==> src/rtl/demux1to2_pipe_pkg.sv <==
// Shared constants and types for the 1-to-2 stream demultiplexer.
package demux1to2_pipe_pkg;

    localparam int DEPTH = 2;

    typedef logic [1:0] count_t;

endpackage

==> src/rtl/demux1to2_pipe_skid_buf2.sv <==
// Two-entry in-order buffer owned by one output channel of the demux.
// Head entry is presented on dout/valid; flush empties it without touching the stored data.
module skid_buf2
    import demux1to2_pipe_pkg::*;
#(
    parameter int size = 32
) (
    input  logic            clk_i,
    input  logic            rst_i,
    input  logic            flush_i,
    input  logic            push,
    input  logic [size-1:0] din,
    output logic            full,
    input  logic            pop,
    output logic [size-1:0] dout,
    output logic            valid
);

    logic [size-1:0] mem_q [DEPTH];
    count_t          count_q, count_d;
    logic            rdPtr_q, rdPtr_d;
    logic            wrPtr_q, wrPtr_d;
    logic            doPush;
    logic            doPop;

    // Qualify the requests so a push into a full buffer or a pop from an empty one is ignored.
    always_comb begin
        doPush = push & (count_q != count_t'(DEPTH));
        doPop  = pop & (count_q != '0);
    end

    // Next occupancy and pointers; flush clears them and overrides any push or pop.
    always_comb begin
        count_d = count_q;
        rdPtr_d = rdPtr_q;
        wrPtr_d = wrPtr_q;
        if (flush_i) begin
            count_d = '0;
            rdPtr_d = 1'b0;
            wrPtr_d = 1'b0;
        end else begin
            if (doPush) begin
                wrPtr_d = ~wrPtr_q;
            end
            if (doPop) begin
                rdPtr_d = ~rdPtr_q;
            end
            case ({doPush, doPop})
                2'b10:   count_d = count_q + 2'd1;
                2'b01:   count_d = count_q - 2'd1;
                default: count_d = count_q;
            endcase
        end
    end

    // Occupancy and pointer registers, emptied immediately by reset.
    always_ff @(posedge clk_i or negedge rst_i) begin
        if (!rst_i) begin
            count_q <= '0;
            rdPtr_q <= 1'b0;
            wrPtr_q <= 1'b0;
        end else begin
            count_q <= count_d;
            rdPtr_q <= rdPtr_d;
            wrPtr_q <= wrPtr_d;
        end
    end

    // Data storage has no reset; its contents only matter while the count marks them valid.
    always_ff @(posedge clk_i) begin
        if (doPush && !flush_i) begin
            mem_q[wrPtr_q] <= din;
        end
    end

    // Head entry presentation; data reads as zero while the buffer is empty.
    always_comb begin
        valid = (count_q != '0);
        full  = (count_q == count_t'(DEPTH));
        dout  = valid ? mem_q[rdPtr_q] : '0;
    end

endmodule

==> src/rtl/demux1to2_pipe.sv <==
// Splits one valid/ready stream into two independently buffered channels chosen per beat by select_i.
// Each channel has its own two-entry buffer so a stalled consumer never blocks the other channel.
module demux1to2_pipe
    import demux1to2_pipe_pkg::*;
#(
    parameter int size = 32
) (
    input  logic            clk_i,
    input  logic            rst_i,
    input  logic            flush_i,
    input  logic [size-1:0] data_i,
    input  logic            select_i,
    input  logic            valid_i,
    output logic            ready_o,
    output logic [size-1:0] data0_o,
    output logic            valid0_o,
    input  logic            ready0_i,
    output logic [size-1:0] data1_o,
    output logic            valid1_o,
    input  logic            ready1_i
);

    logic full0, full1;
    logic push0, push1;
    logic pop0, pop1;

    // Accept only when out of reset, not flushing, and the selected channel has room.
    // A pop in the same cycle does not open space early, so there is no ready path from the consumers.
    always_comb begin
        ready_o = rst_i & ~flush_i & ~(select_i ? full1 : full0);
    end

    // Steer an accepted beat to the selected channel and form each channel's pop handshake.
    always_comb begin
        push0 = valid_i & ready_o & ~select_i;
        push1 = valid_i & ready_o &  select_i;
        pop0  = valid0_o & ready0_i;
        pop1  = valid1_o & ready1_i;
    end

    skid_buf2 #(.size(size)) u_chan0 (
        .clk_i   (clk_i),
        .rst_i   (rst_i),
        .flush_i (flush_i),
        .push    (push0),
        .din     (data_i),
        .full    (full0),
        .pop     (pop0),
        .dout    (data0_o),
        .valid   (valid0_o)
    );

    skid_buf2 #(.size(size)) u_chan1 (
        .clk_i   (clk_i),
        .rst_i   (rst_i),
        .flush_i (flush_i),
        .push    (push1),
        .din     (data_i),
        .full    (full1),
        .pop     (pop1),
        .dout    (data1_o),
        .valid   (valid1_o)
    );

endmodule
==> config.mk <==
export PLATFORM = sky130hd
export DESIGN_NAME = demux1to2_pipe
export DESIGN_NICKNAME = d
export VERILOG_FILES = /design/src/rtl/demux1to2_pipe_pkg.sv /design/src/rtl/demux1to2_pipe_skid_buf2.sv /design/src/rtl/demux1to2_pipe.sv
export SDC_FILE = /design/constraint.sdc
export NUM_CORES = 1
export LEC_CHECK = 0
export ABC_AREA = 1
export BUFFER_PORTS_ARGS = -buffer_cell sky130_fd_sc_hd__clkbuf_2
export CORE_MARGIN = 1.5
export CORE_UTILIZATION = 54
export CTS_CLUSTER_DIAMETER = 150
export DETAILED_ROUTE_END_ITERATION = 10
export GPL_ROUTABILITY_DRIVEN = 0
export GPL_TIMING_DRIVEN = 0
export PLACE_DENSITY = 0.78
export REMOVE_ABC_BUFFERS = 1
export SYNTH_ARGS = -nofsm -noshare
export SYNTH_HDL_FRONTEND = slang
export SYNTH_SLANG_ARGS = --single-unit
==> constraint.sdc <==
create_clock -name clk_i -period 3.2 [get_ports clk_i]
set_clock_uncertainty 0.2 [all_clocks]
set_input_delay 0 -clock clk_i [delete_from_list [all_inputs] [get_ports clk_i]]
set_output_delay 0 -clock clk_i [all_outputs]
set_load 0.005 [all_outputs]
# Word level (Yosys, flattened, before mapping)
# Memory sizes are Yosys's and may differ from the RTL's.
# Cells that the tools add are included.
[op_classes]
n_mux = 19
eq_ne = 8
n_reduce_logical = 11
n_bitwise = 18
add_sub_neg = 4
[op_table]
columns = ["operator", "n"]
rows = [
  ["$mux W32", 2],
  ["$mux W1", 13],
  ["$reduce_bool A2 Y1", 6],
  ["$and A1 B1 Y1", 11],
  ["$eq A2 B2 Y1 const B", 4],
  ["$pmux W2 S2", 2],
  ["$not A1 Y1", 7],
  ["$reduce_bool A3 Y1", 2],
  ["$add A2 B1 Y2 const B", 2],
  ["$eq A2 B1 Y1 const B", 2],
  ["$mux W2", 2],
  ["$ne A2 B2 Y1 const B", 2],
  ["$sub A2 B1 Y2 const B", 2],
  ["$logic_and A1 B1 Y1", 2],
  ["$logic_not A1 Y1", 1],
]
[totals]
output_inout_bits = 67
mem_count = 2
wordCells = 68
reg_bits = 8
in_bits = 39
ram_bits = 128
[memory_table]
columns = ["memory", "depth", "word_bits", "rd", "rd_ports_with_merged_regs", "write_ports", "line", "text"]
rows = [
  ["u_chan0.mem_q", 2, 32, 1, 0, 1, "demux1to2_pipe_skid_buf2.sv:19", "logic [size-1:0] mem_q [DEPTH];"],
  ["u_chan1.mem_q", 2, 32, 1, 0, 1, "demux1to2_pipe_skid_buf2.sv:19", ""],
]

# Depth between registers and ports, before layout
# Gate-level depths: netlist of the first run.
[depth]
word_depth = 10
ltp_mapped = 10

# Hierarchy
# Synthesis of the first run repeated with hierarchy kept, for this count alone.
[hier_totals]
hier_cells = 430
hier_area_um2 = 5341.4
[modules_own_cells]
columns = ["mod", "area_per_inst_um2", "n_inst", "cells_each"]
rows = [
  ["skid_buf2 (u_chan1)", 2652.5, 1, 209],
  ["skid_buf2 (u_chan0)", 2617.5, 1, 208],
  ["demux1to2_pipe", 71.3, 1, 13],
]

# Worst setup path after synthesis of the first run
# OpenSTA, ideal clock, no wires.
[synth_path]
kind = "reg2reg"
from = "reg u_chan0.count_q[0]"
to = "mem u_chan1.mem_q[1][0] (enable)"
path_stages_with_launch = 7
synth_period_minus_slack_ps = 2780
path_slack_ps = 420
arrival_time_ps = 2159
t_required_ps = 2579
n_path_buf = 0
cell_sequence = "dfrtp_1 > inv_2 > nand2_1 > nand2_2 > nand2_2 > nand4_2 > nor2_1"
[synth_between]
elab_chain_len = 10
[synth_rtl]
columns = ["element", "line", "text"]
rows = [
  ["start, declared", "demux1to2_pipe_skid_buf2.sv:20", "count_t count_q, count_d;"],
  ["start signal, assigned", "demux1to2_pipe_skid_buf2.sv:63", "count_q <= count_d;"],
  ["$eq A2 B2 Y1", "demux1to2_pipe_skid_buf2.sv:79", "full = (count_q == count_t'(DEPTH));"],
  ["$mux W1", "demux1to2_pipe.sv:30", "ready_o = rst_i & ~flush_i & ~(select_i ? full1 : full0);"],
  ["$not A1 Y1", "demux1to2_pipe.sv:30", ""],
  ["$and A1 B1 Y1", "demux1to2_pipe.sv:30", ""],
  ["$and A1 B1 Y1 (2 in a row)", "demux1to2_pipe.sv:36", "push1 = valid_i & ready_o & select_i;"],
  ["$and A1 B1 Y1", "demux1to2_pipe_skid_buf2.sv:28", "doPush = push & (count_q != count_t'(DEPTH));"],
  ["$logic_and A1 B1 Y1", "demux1to2_pipe_skid_buf2.sv:71", "if (doPush && !flush_i) begin"],
  ["$mux W1", "demux1to2_pipe_skid_buf2.sv:71", ""],
  ["$mux W1 (not written as such)", "demux1to2_pipe_skid_buf2.sv:72", "mem_q[wrPtr_q] <= din;"],
  ["end, declared", "demux1to2_pipe_skid_buf2.sv:19", ""],
]
# No other way between the ends.

# Worst setup path in the final report of the first run
[layout_path]
from = "reg u_chan0.count_q[0]"
to = "reg u_chan0.count_q[0]"
[layout_between]
elab_chain_len = 10
word_cells_on_any_way = 18
[layout_rtl]
columns = ["element", "line", "text"]
rows = [
  ["$eq A2 B2 Y1", "demux1to2_pipe_skid_buf2.sv:79", ""],
  ["$mux W1", "demux1to2_pipe.sv:30", ""],
  ["$not A1 Y1", "demux1to2_pipe.sv:30", ""],
  ["$and A1 B1 Y1", "demux1to2_pipe.sv:30", ""],
  ["$and A1 B1 Y1 (2 in a row)", "demux1to2_pipe.sv:35", "push0 = valid_i & ready_o & ~select_i;"],
  ["$and A1 B1 Y1", "demux1to2_pipe_skid_buf2.sv:28", ""],
  ["$eq A2 B1 Y1 or $eq A2 B2 Y1 (tied branches)", "demux1to2_pipe_skid_buf2.sv:48", "case ({doPush, doPop})"],
  ["$pmux W2 S2", "demux1to2_pipe_skid_buf2.sv:48", ""],
  ["$mux W2", "demux1to2_pipe_skid_buf2.sv:37", "if (flush_i) begin"],
]
# Several ways; a longest one is shown, not always the timed one.
# A chain may end at the register's enable or synchronous reset.

==> results of run 1 <==
-- how the worst min path moves through the flow --
stage | start | to | slack [ns] | cells past startpoint
final | data_i[21] | u_chan0.mem_q[1][21] | 0.05 | 2
after detailed placement | rst_i | u_chan0.count_q[0] | -0.31 | 1
after CTS | data_i[21] | u_chan0.mem_q[1][21] | 0.02 | 2
after floorplan | rst_i | u_chan0.count_q[0] | -0.50 | 0
after global placement | rst_i | u_chan0.count_q[0] | -0.31 | 1
after global routing | data_i[1] | u_chan0.mem_q[0][1] | 0.03 | 2
-- cell usage after synthesis --
library cell,number
buf_2,6
inv_2,8
edfxtp_1,128
o21ai_1,3
a21oi_1,66
a21oi_2,1
dfrtp_1,8
nand4_2,1
a21boi_0,1
nor2_1,7
buf_6,1
clkinv_1,2
nand3_1,6
nand4_1,2
nand4_4,1
nor2_4,3
buf_1,5
nand2_2,7
nand3_2,2
o21ai_0,2
clkbuf_1,9
nand2_1,146
inv_1,9
-- power by group --
group          total (mW)  switching [mW]  leakage, nW  internal [mW]
logic               0.961           0.586         1.33          0.374
clock network        2.04           0.711        0.291           1.33
registers            2.09          0.0904         1.25           2.00
total                5.09            1.39         2.87           3.70
-- critical path, stage by stage (launching register included) --
cell	delay [ns]
dfrtp_2	0.44
nor2_4	0.71
inv_2	0.14
nand2_4	0.12
inv_2	0.04
nand2_2	0.07
nand3_2	0.10
nand2_1	0.08
dlygate4sd3_1	0.54
o21ai_1	0.06
dlygate4sd3_1	0.55
-- routing by layer --
metal | GRT usage | up-vias | share of wire
li1 | - | 1796 | -
met1 | 0.302 | 1838 | 0.40
met2 | 0.416 | 216 | 0.51
met3 | 0.0746 | 21 | 0.079
met4 | 0.117 | 0 | 0.015
met5 | 0 | - | 0
-- cell type report --
cell class | count | share of cell area
Timing Repair Buffer | 162 | 0.159
Inverter | 19 | 0.0102
Multi-Input combinational cell | 249 | 0.160
Clock inverter | 14 | 0.0286
Tap cell | 133 | 0.0231
Clock buffer | 17 | 0.0574
Sequential cell | 136 | 0.561
-- sequential cells by signal, summed over array words and instances (netlist names) --
name and flops:
u_chan0.wrPtr_q 1, u_chan1.wrPtr_q 1, u_chan1.count_q 2, u_chan0.rdPtr_q 1, u_chan0.mem_q 64, u_chan1.mem_q 64
u_chan1.rdPtr_q 1, u_chan0.count_q 2
-- what timing repair did --
action                                  in CTS  in global routing
endpoints found under the setup margin      66                  3
resized for setup                            4                  7
buffers inserted                             0                  7
hold buffers                                46                  0
gates cloned                                 0                  1
endpoints found under the hold margin      183                  0
-- cells by family after synthesis --
| group | count (synthesis) |
|---|---|
| and+or+nand+nor | 175 |
| buffers and inverters | 40 |
| AOI/OAI and AO/OA | 73 |
| DFF | 136 |
-- stage by stage --
stage	power, mW	hold slack, ns
2_1_floorplan	2.51	-0.496
3_3_place_gp	2.94	-0.314
3_5_place_dp	2.96	-0.312
4_1_cts	5.03	0.0160
5_1_grt	5.28	0.0328
6_report	5.09	0.0468
==> results.cfg, run 1 <==
[synth]
synth-compound-area-share = 0.0697
synth_top_family_by_area = simple AND/OR/NAND/NOR gates
yosysSeqAreaShare = 0.759
yosysUniqueCellTypes = 23
synth_xor_area_frac = 0
synth_warnings = 0
synth_mux_area_frac = 0
synth_top_area_frac = 0.721
yosys.area_share.simple = 0.140
syn_area_um2 = 5330
netlist_top_cells_area = edfxtp_1 72%, nand2_1 10%, a21oi_1 6.2%, dfrtp_1 3.8%, nand2_2 0.82%
syn_inst = 424
synth_fa_ha_area_frac = 0
syn_area_per_cell_um2 = 12.6
synth_top_cell_by_area = edfxtp_1
ys_seq_elements = 136

[clocking]
htreeDepth = 4
cts_sinks = 136
cts_tree = built
cts_buffers = 17
root_buffer = clkbuf_8
cts.clk_slew.worst_paths_ns = 0.06
clock_path_buffers = 2
clk_latency_ns = 0.51

[pwr]
cellPowerDensity_nw_per_um2 = 705
p_leak_nw = 2.87
worst_ir_drop_vdd_mv = 0.531

[critical_path]
cp-start-kind = register
r2r_cells = 10
timing.rr.start = u_chan0.count_q[0]
crit_required_ns = 3.40
startpoint = u_chan0.count_q[0]
crit_fanout = 33
cp_data_arrival_time_ns = 3.36
worst-setup-path-type = reg -> reg
rrSetupSlack_ns = 0.04
reg2reg_to = u_chan0.count_q[0]
crit_end = u_chan0.count_q[0]
endpoint_kind = register

[timing]
report.final.slew_viol_count = 0
min_period_ns = 3.16
worst_pin_slew_ns = 0.981
slew_headroom = 0.345
final-setup-viol-count = 0
timing.final.crit_share = 0.988
rsz0062_at_grt = yes
setup_tns_ns = 0
setup_ws_ns = 0.0386
hold_viol = 0
max_freq_mhz = 316

[global_routing]
grt_remaining_overflow = 0
grt_util_all_layers = 0.250
grt_max_degree = 35
grt_pass1_wl_mm = 18.7
grt_pass1_vias = 3842
antenna_found_initial = 0

[cells_and_area]
multi_input_area_um2 = 1160
nNetsFinal = 624
diodes = 0
final_cell_area_um2 = 7220
final_cells = 730
regArea_um2 = 4050
n_fill_cell = 610
finish.utilization = 0.745
syn_to_final_growth_pct = 35.5
layout_commonest_cell = nand2_1
layout_common_cells = 145 x nand2_1, 128 x edfxtp_1, 105 x clkbuf_2, 66 x a21oi_1, 45 x dlygate4sd3_1
layout-drive-gt1-share = 0.303

[routing]
ant_nets = 0
dr_total_vias = 3871
drt-total-wl_mm = 13.0
initialDrtViolationCount = 263
drc = 0
routed_via_density = 5.30
wl_per_cell_um = 17.8
dr.pass1.iters = 5

[floorplanning]
pin_count = 106
start_util = 0.550
rows = 36
die_area_um2 = 10500
die_w_um = 102
die_h_um = 102
core_um2 = 9680

[status]
status = completed

[worst_hold_path]
hold_class = in -> reg

[place]
portBuffers = 105
place_ws_ns = -0.346
dp.cells = 645
post_dp_cell_area_um2 = 6060
dp_hpwl_mm = 6.62

[run]
maxCapViolations = 0
Note: power is estimated with default switching activity, not from simulation.
==> inputs of run 2 (changes only) <==
--- a/config.mk
+++ b/config.mk
@@ -8,12 +8,14 @@
 export ABC_AREA = 1
 export BUFFER_PORTS_ARGS = -buffer_cell sky130_fd_sc_hd__clkbuf_2
 export CORE_MARGIN = 1.5
-export CORE_UTILIZATION = 54
+export CORE_UTILIZATION = 57
+export CTS_BUF_LIST = sky130_fd_sc_hd__clkbuf_4 sky130_fd_sc_hd__clkbuf_8
 export CTS_CLUSTER_DIAMETER = 150
 export DETAILED_ROUTE_END_ITERATION = 10
 export GPL_ROUTABILITY_DRIVEN = 0
 export GPL_TIMING_DRIVEN = 0
-export PLACE_DENSITY = 0.78
+export MAX_ROUTING_LAYER = met4
+export PLACE_DENSITY = 0.82
 export REMOVE_ABC_BUFFERS = 1
 export SYNTH_ARGS = -nofsm -noshare
 export SYNTH_HDL_FRONTEND = slang
==> constraint.sdc (replaced) <==
create_clock -name clk_i -period 3.2 [get_ports clk_i]
set_clock_uncertainty 0.2 [all_clocks]
set_input_delay 0.16 -clock clk_i [delete_from_list [all_inputs] [get_ports clk_i]]
set_output_delay 0.16 -clock clk_i [all_outputs]
set_load 0.005 [all_outputs]
==> run 2 against run 1 <==
  * Global-route usage up 0.73 points
  * Sequential power barely moved
  * Non-clock buffer count shrank 13
  * Utilization is 0.38 points higher
  * First-iteration DRC count shrank 25%
  * Final cell count shrank 4.9%
  * Die area decreased by 5.1%
  * Worst hold slack better by 0.24 ns
  * Largest cell class unchanged
  * Highest routed layer unchanged
==> results.cfg, run 2 (synthesized netlist as in run 1, its figures left out) <==
[cells_and_area]
nNetsFinal = 610
n_fill_cell = 597
finish.utilization = 0.749
layout-drive-gt1-share = 0.288
layout_commonest_cell = nand2_1
largestRegisters = u_chan0.mem_q x64, u_chan1.mem_q x64
diodes = 0
layout_common_cells = 146 x nand2_1, 128 x edfxtp_1, 105 x clkbuf_2, 66 x a21oi_1, 40 x dlygate4sd3_1
syn_to_final_growth_pct = 28.7

[timing]
timing.final.crit_share = 0.920
min_period_ns = 2.94
hold_viol = 0
setup_ws_ns = 0.255
final-setup-viol-count = 0
slew_headroom = 0.362
worst_pin_slew_ns = 0.955
rsz0062_at_grt = no
max_freq_mhz = 340
report.final.slew_viol_count = 0

[clocking]
cts.clk_slew.worst_paths_ns = 0.08
clock_path_buffers = 2
cts_setup_buffers = 0
htreeDepth = 4
clk_latency_ns = 0.43
cts_buffers = 17
cts_tree = built
root_buffer = clkbuf_8
cts_sinks = 136

[routing]
drc = 0
wl_per_cell_um = 17.2
ant_nets = 0
drt-total-wl_mm = 11.9
dr_total_vias = 3689
routed_via_density = 5.32
dr.pass1.iters = 4
initialDrtViolationCount = 196

[run]
maxCapViolations = 0

[floorplanning]
die_area_um2 = 9940
die_h_um = 99.7
rows = 35
pin_count = 106
start_util = 0.582
die_w_um = 99.7
core_um2 = 9150

[place]
portBuffers = 105
dp_hpwl_mm = 6.67
place_ws_ns = -0.374

[pwr]
cellPowerDensity_nw_per_um2 = 648
p_leak_nw = 2.73
worst_ir_drop_vdd_mv = 0.502

[critical_path]
crit_required_ns = 3.12
endpoint_kind = register
worst-setup-path-type = reg -> reg
cp_data_arrival_time_ns = 2.87
cp-start-kind = register
crit_fanout = 18

[worst_hold_path]
hold_class = in -> reg

[global_routing]
grt_max_degree = 35
antenna_found_initial = 0
grt_remaining_overflow = 0
grt_util_all_layers = 0.257
grt_pass1_wl_mm = 18.2
grt_pass1_vias = 3659

[status]
status = completed
## run 2: routing by layer
layer  up-vias  global-route usage  wire length [um]
met5         -                   -                 0
met4         0              0.0953               143
met3        13              0.0661               883
met2       165               0.423              6070
met1      1743               0.308              4810
li1       1768                   -                 -
## run 2: area by class of cell
| type | count | area (um2) | area share |
|---|---|---|---|
| repair buffers | 149 | 1040 | 0.151 |
| multi-input cells | 248 | 1140 | 0.167 |
| well taps | 111 | 139 | 0.0203 |
| clock inverters | 13 | 179 | 0.0261 |
| clock buffers | 18 | 241 | 0.0352 |
| flip-flops and latches | 136 | 4050 | 0.590 |
| inverters | 19 | 73.8 | 0.0108 |
## run 2: power breakdown
group | switching (mW) | internal [mW] | total (mW)
logic | 0.543 | 0.333 | 0.875
clock network | 0.634 | 0.850 | 1.48
registers | 0.0949 | 1.99 | 2.09
## run 2: timing repair
action,4_1_cts,5_1_grt
gates resized for setup,4,0
setup endpoints to repair,66,0
hold buffers,40,0
hold endpoints to repair,144,0
## run 2: critical path, stage by stage, from the launching register on
cell and delay (ns):
dfrtp_1 0.48, inv_2 0.04, nand2_1 0.05, nand2_1 0.08, nand2_2 0.10, nand3_2 0.08, nor2_4 0.13, dlygate4sd3_1 0.59
nand2_1 0.07, inv_1 0.56, buf_16 0.24
## run 2: stage by stage
step,instances,power (mW),cell area [um2],setup TNS [ns],hold WS [ns]
2_1_floorplan,403,2.51,5240,0,-0.336
3_3_place_gp,619,2.93,5900,-66.26,-0.155
3_5_place_dp,623,2.97,6030,-18.18,-0.135
4_1_cts,694,4.46,6860,0,0.267
5_1_grt,694,4.64,6860,0,0.270
6_report,694,4.45,6860,0,0.285
## run 2: worst paths after layout
check                                    from                    to  slack [ns]  cells past startpoint
setup / recovery           u_chan1.count_q[0]  u_chan1.mem_q[0][10]        0.26                     10
hold / removal                     data_i[28]  u_chan0.mem_q[1][28]        0.29                      2
setup reg to reg           u_chan1.count_q[0]  u_chan1.mem_q[0][10]        0.26                     10
hold reg to reg               u_chan1.wrPtr_q       u_chan1.wrPtr_q        0.33                      2
max in group asynchronous               rst_i       u_chan0.rdPtr_q        1.85                      3
min in group asynchronous               rst_i    u_chan1.count_q[0]        0.61                      3
==> inputs of run 3 (changes only) <==
--- a/config.mk
+++ b/config.mk
@@ -8,14 +8,12 @@
 export ABC_AREA = 1
 export BUFFER_PORTS_ARGS = -buffer_cell sky130_fd_sc_hd__clkbuf_2
 export CORE_MARGIN = 1.5
-export CORE_UTILIZATION = 57
+export CORE_UTILIZATION = 40
 export CTS_BUF_LIST = sky130_fd_sc_hd__clkbuf_4 sky130_fd_sc_hd__clkbuf_8
 export CTS_CLUSTER_DIAMETER = 150
 export DETAILED_ROUTE_END_ITERATION = 10
 export GPL_ROUTABILITY_DRIVEN = 0
 export GPL_TIMING_DRIVEN = 0
-export MAX_ROUTING_LAYER = met4
-export PLACE_DENSITY = 0.82
 export REMOVE_ABC_BUFFERS = 1
 export SYNTH_ARGS = -nofsm -noshare
 export SYNTH_HDL_FRONTEND = slang
==> run 3 against run 2 <==
  * Non-clock buffer count down 1
  * Register-to-register slack better by 0.25 ns
  * Critical path type is now reg -> out
  * Setup slack better by 0.0095 ns
  * Fmax up 0.33%
  * Largest power group unchanged
  * Largest cell class unchanged
  * Via count down 1.6%
  * Final area down 0.44%
  * Clock power down 16%
  * Highest routed layer unchanged
==> results.cfg, run 3 (synthesized netlist as in run 1, its figures left out) <==
[timing]
max_freq_mhz = 341
report.final.slew_viol_count = 0
final-setup-viol-count = 0
min_period_ns = 2.94
hold_viol = 0
worst_pin_slew_ns = 0.987
rsz0062_at_grt = no
slew_headroom = 0.341
timing.final.crit_share = 0.917

[routing]
routed_via_density = 4.81
ant_nets = 0
initialDrtViolationCount = 192
wl_per_cell_um = 16.3
drc = 0
dr_total_vias = 3629
dr.pass1.iters = 4
drt-total-wl_mm = 12.3

[cells_and_area]
diodes = 0
multi_input_area_um2 = 1140
syn_to_final_growth_pct = 28.1
layout_common_cells = 146 x nand2_1, 128 x edfxtp_1, 105 x clkbuf_2, 66 x a21oi_1, 40 x dlygate4sd3_1
layout-drive-gt1-share = 0.288
layout_commonest_cell = nand2_1
regArea_um2 = 4050
largestRegisters = u_chan0.mem_q x64, u_chan1.mem_q x64
nNetsFinal = 609
n_fill_cell = 1129
finish.utilization = 0.532

[global_routing]
grt_remaining_overflow = 0
grt_pass1_vias = 3559
antenna_found_initial = 0
grt_max_degree = 35
grt_pass1_wl_mm = 19.1
grt_util_all_layers = 0.182

[critical_path]
crit_fanout = 34
cp-start-kind = register
worst-setup-path-type = reg -> out
endpoint_kind = primary output
cp_data_arrival_time_ns = 2.58
crit_required_ns = 2.84

[floorplanning]
die_w_um = 118
die_area_um2 = 14000
rows = 41
pin_count = 106
start_util = 0.416
die_h_um = 118
core_um2 = 12800

[pwr]
design_power_total_mw = 4.21
p_leak_nw = 2.70
cellPowerDensity_nw_per_um2 = 616
worst_ir_drop_vdd_mv = 0.371

[clocking]
cts_tree = built
clock_path_buffers = 2
cts.clk_slew.worst_paths_ns = 0.07
cts_buffers = 17
htreeDepth = 4
root_buffer = clkbuf_8
cts_sinks = 136
clk_latency_ns = 0.44

[worst_hold_path]
hold_class = in -> reg

[place]
portBuffers = 105
dp_hpwl_mm = 6.97

[status]
status = completed

[run]
maxCapViolations = 0
run 3: cell types whose count changed in the layout (fill, tap and decap cells not counted), moves of 2 or more:
cell | previous run | this run
clkbuf_4 | 1 | 3
clkinv_2 | 4 | 9
bufinv_16 | 4 | 1
clkinvlp_4 | 2 | 0
run 3: metrics by stage:
step	hold WS [ns]	cell area, um2	TNS, ns	setup slack [ns]	instances
after floorplan	-0.336	5240	0	0.420	403
after global placement	-0.148	5980	-95.14	-0.799	680
after detailed placement	-0.143	6080	-31.28	-0.595	683
after CTS	0.249	6830	0	0.199	755
after global routing	0.263	6830	0	0.115	755
final	0.275	6830	0	0.265	755
run 3: worst paths after layout:
check / start / to / slack, ns / cells after the start
setup reg to reg: u_chan0.count_q[0] / u_chan0.count_q[0] / 0.51 / 9
min in group asynchronous: rst_i / u_chan0.count_q[1] / 0.59 / 3
hold / removal: data_i[3] / u_chan1.mem_q[1][3] / 0.28 / 2
setup / recovery: u_chan1.rdPtr_q / data1_o[17] / 0.26 / 4
hold reg to reg: u_chan1.wrPtr_q / u_chan1.wrPtr_q / 0.32 / 2
max in group asynchronous: rst_i / u_chan1.rdPtr_q / 1.89 / 3
run 3: cell type report:
type,count,share of cell area
multi-input cells,248,0.167
well taps,172,0.0315
clock buffers,20,0.0376
clock inverters,12,0.0125
flip-flops and latches,136,0.593
repair buffers,148,0.148
inverters,19,0.0108
run 3: routing by layer:
layer,up-vias,wire length [um],GRT usage,share of wire
met3,16,849,0.0632,0.069
met5,-,0,0,0
met4,0,167,0.0655,0.014
met1,1742,5470,0.232,0.44
li1,1762,-,-,-
met2,109,5850,0.288,0.47
run 3: worst max-delay path, stage by stage (launching register included):
cell and delay (ns):
dfrtp_2 0.87, clkinv_2 0.75, nand2_1 0.23, a21oi_1 0.11, clkbuf_2 0.17
run 3: what timing repair did:
item / CTS / global route
setup buffers: 0 / 0
gates resized for setup: 4 / 0
hold buffers: 40 / 0
endpoints found under the hold margin: 144 / 0
endpoints found under the setup margin: 66 / 0
run 3: power by group:
| group | internal, mW | switching, mW |
|---|---|---|
| clock network | 0.620 | 0.617 |
| registers | 1.99 | 0.0955 |
| logic | 0.336 | 0.542 |
| total | 2.95 | 1.26 |
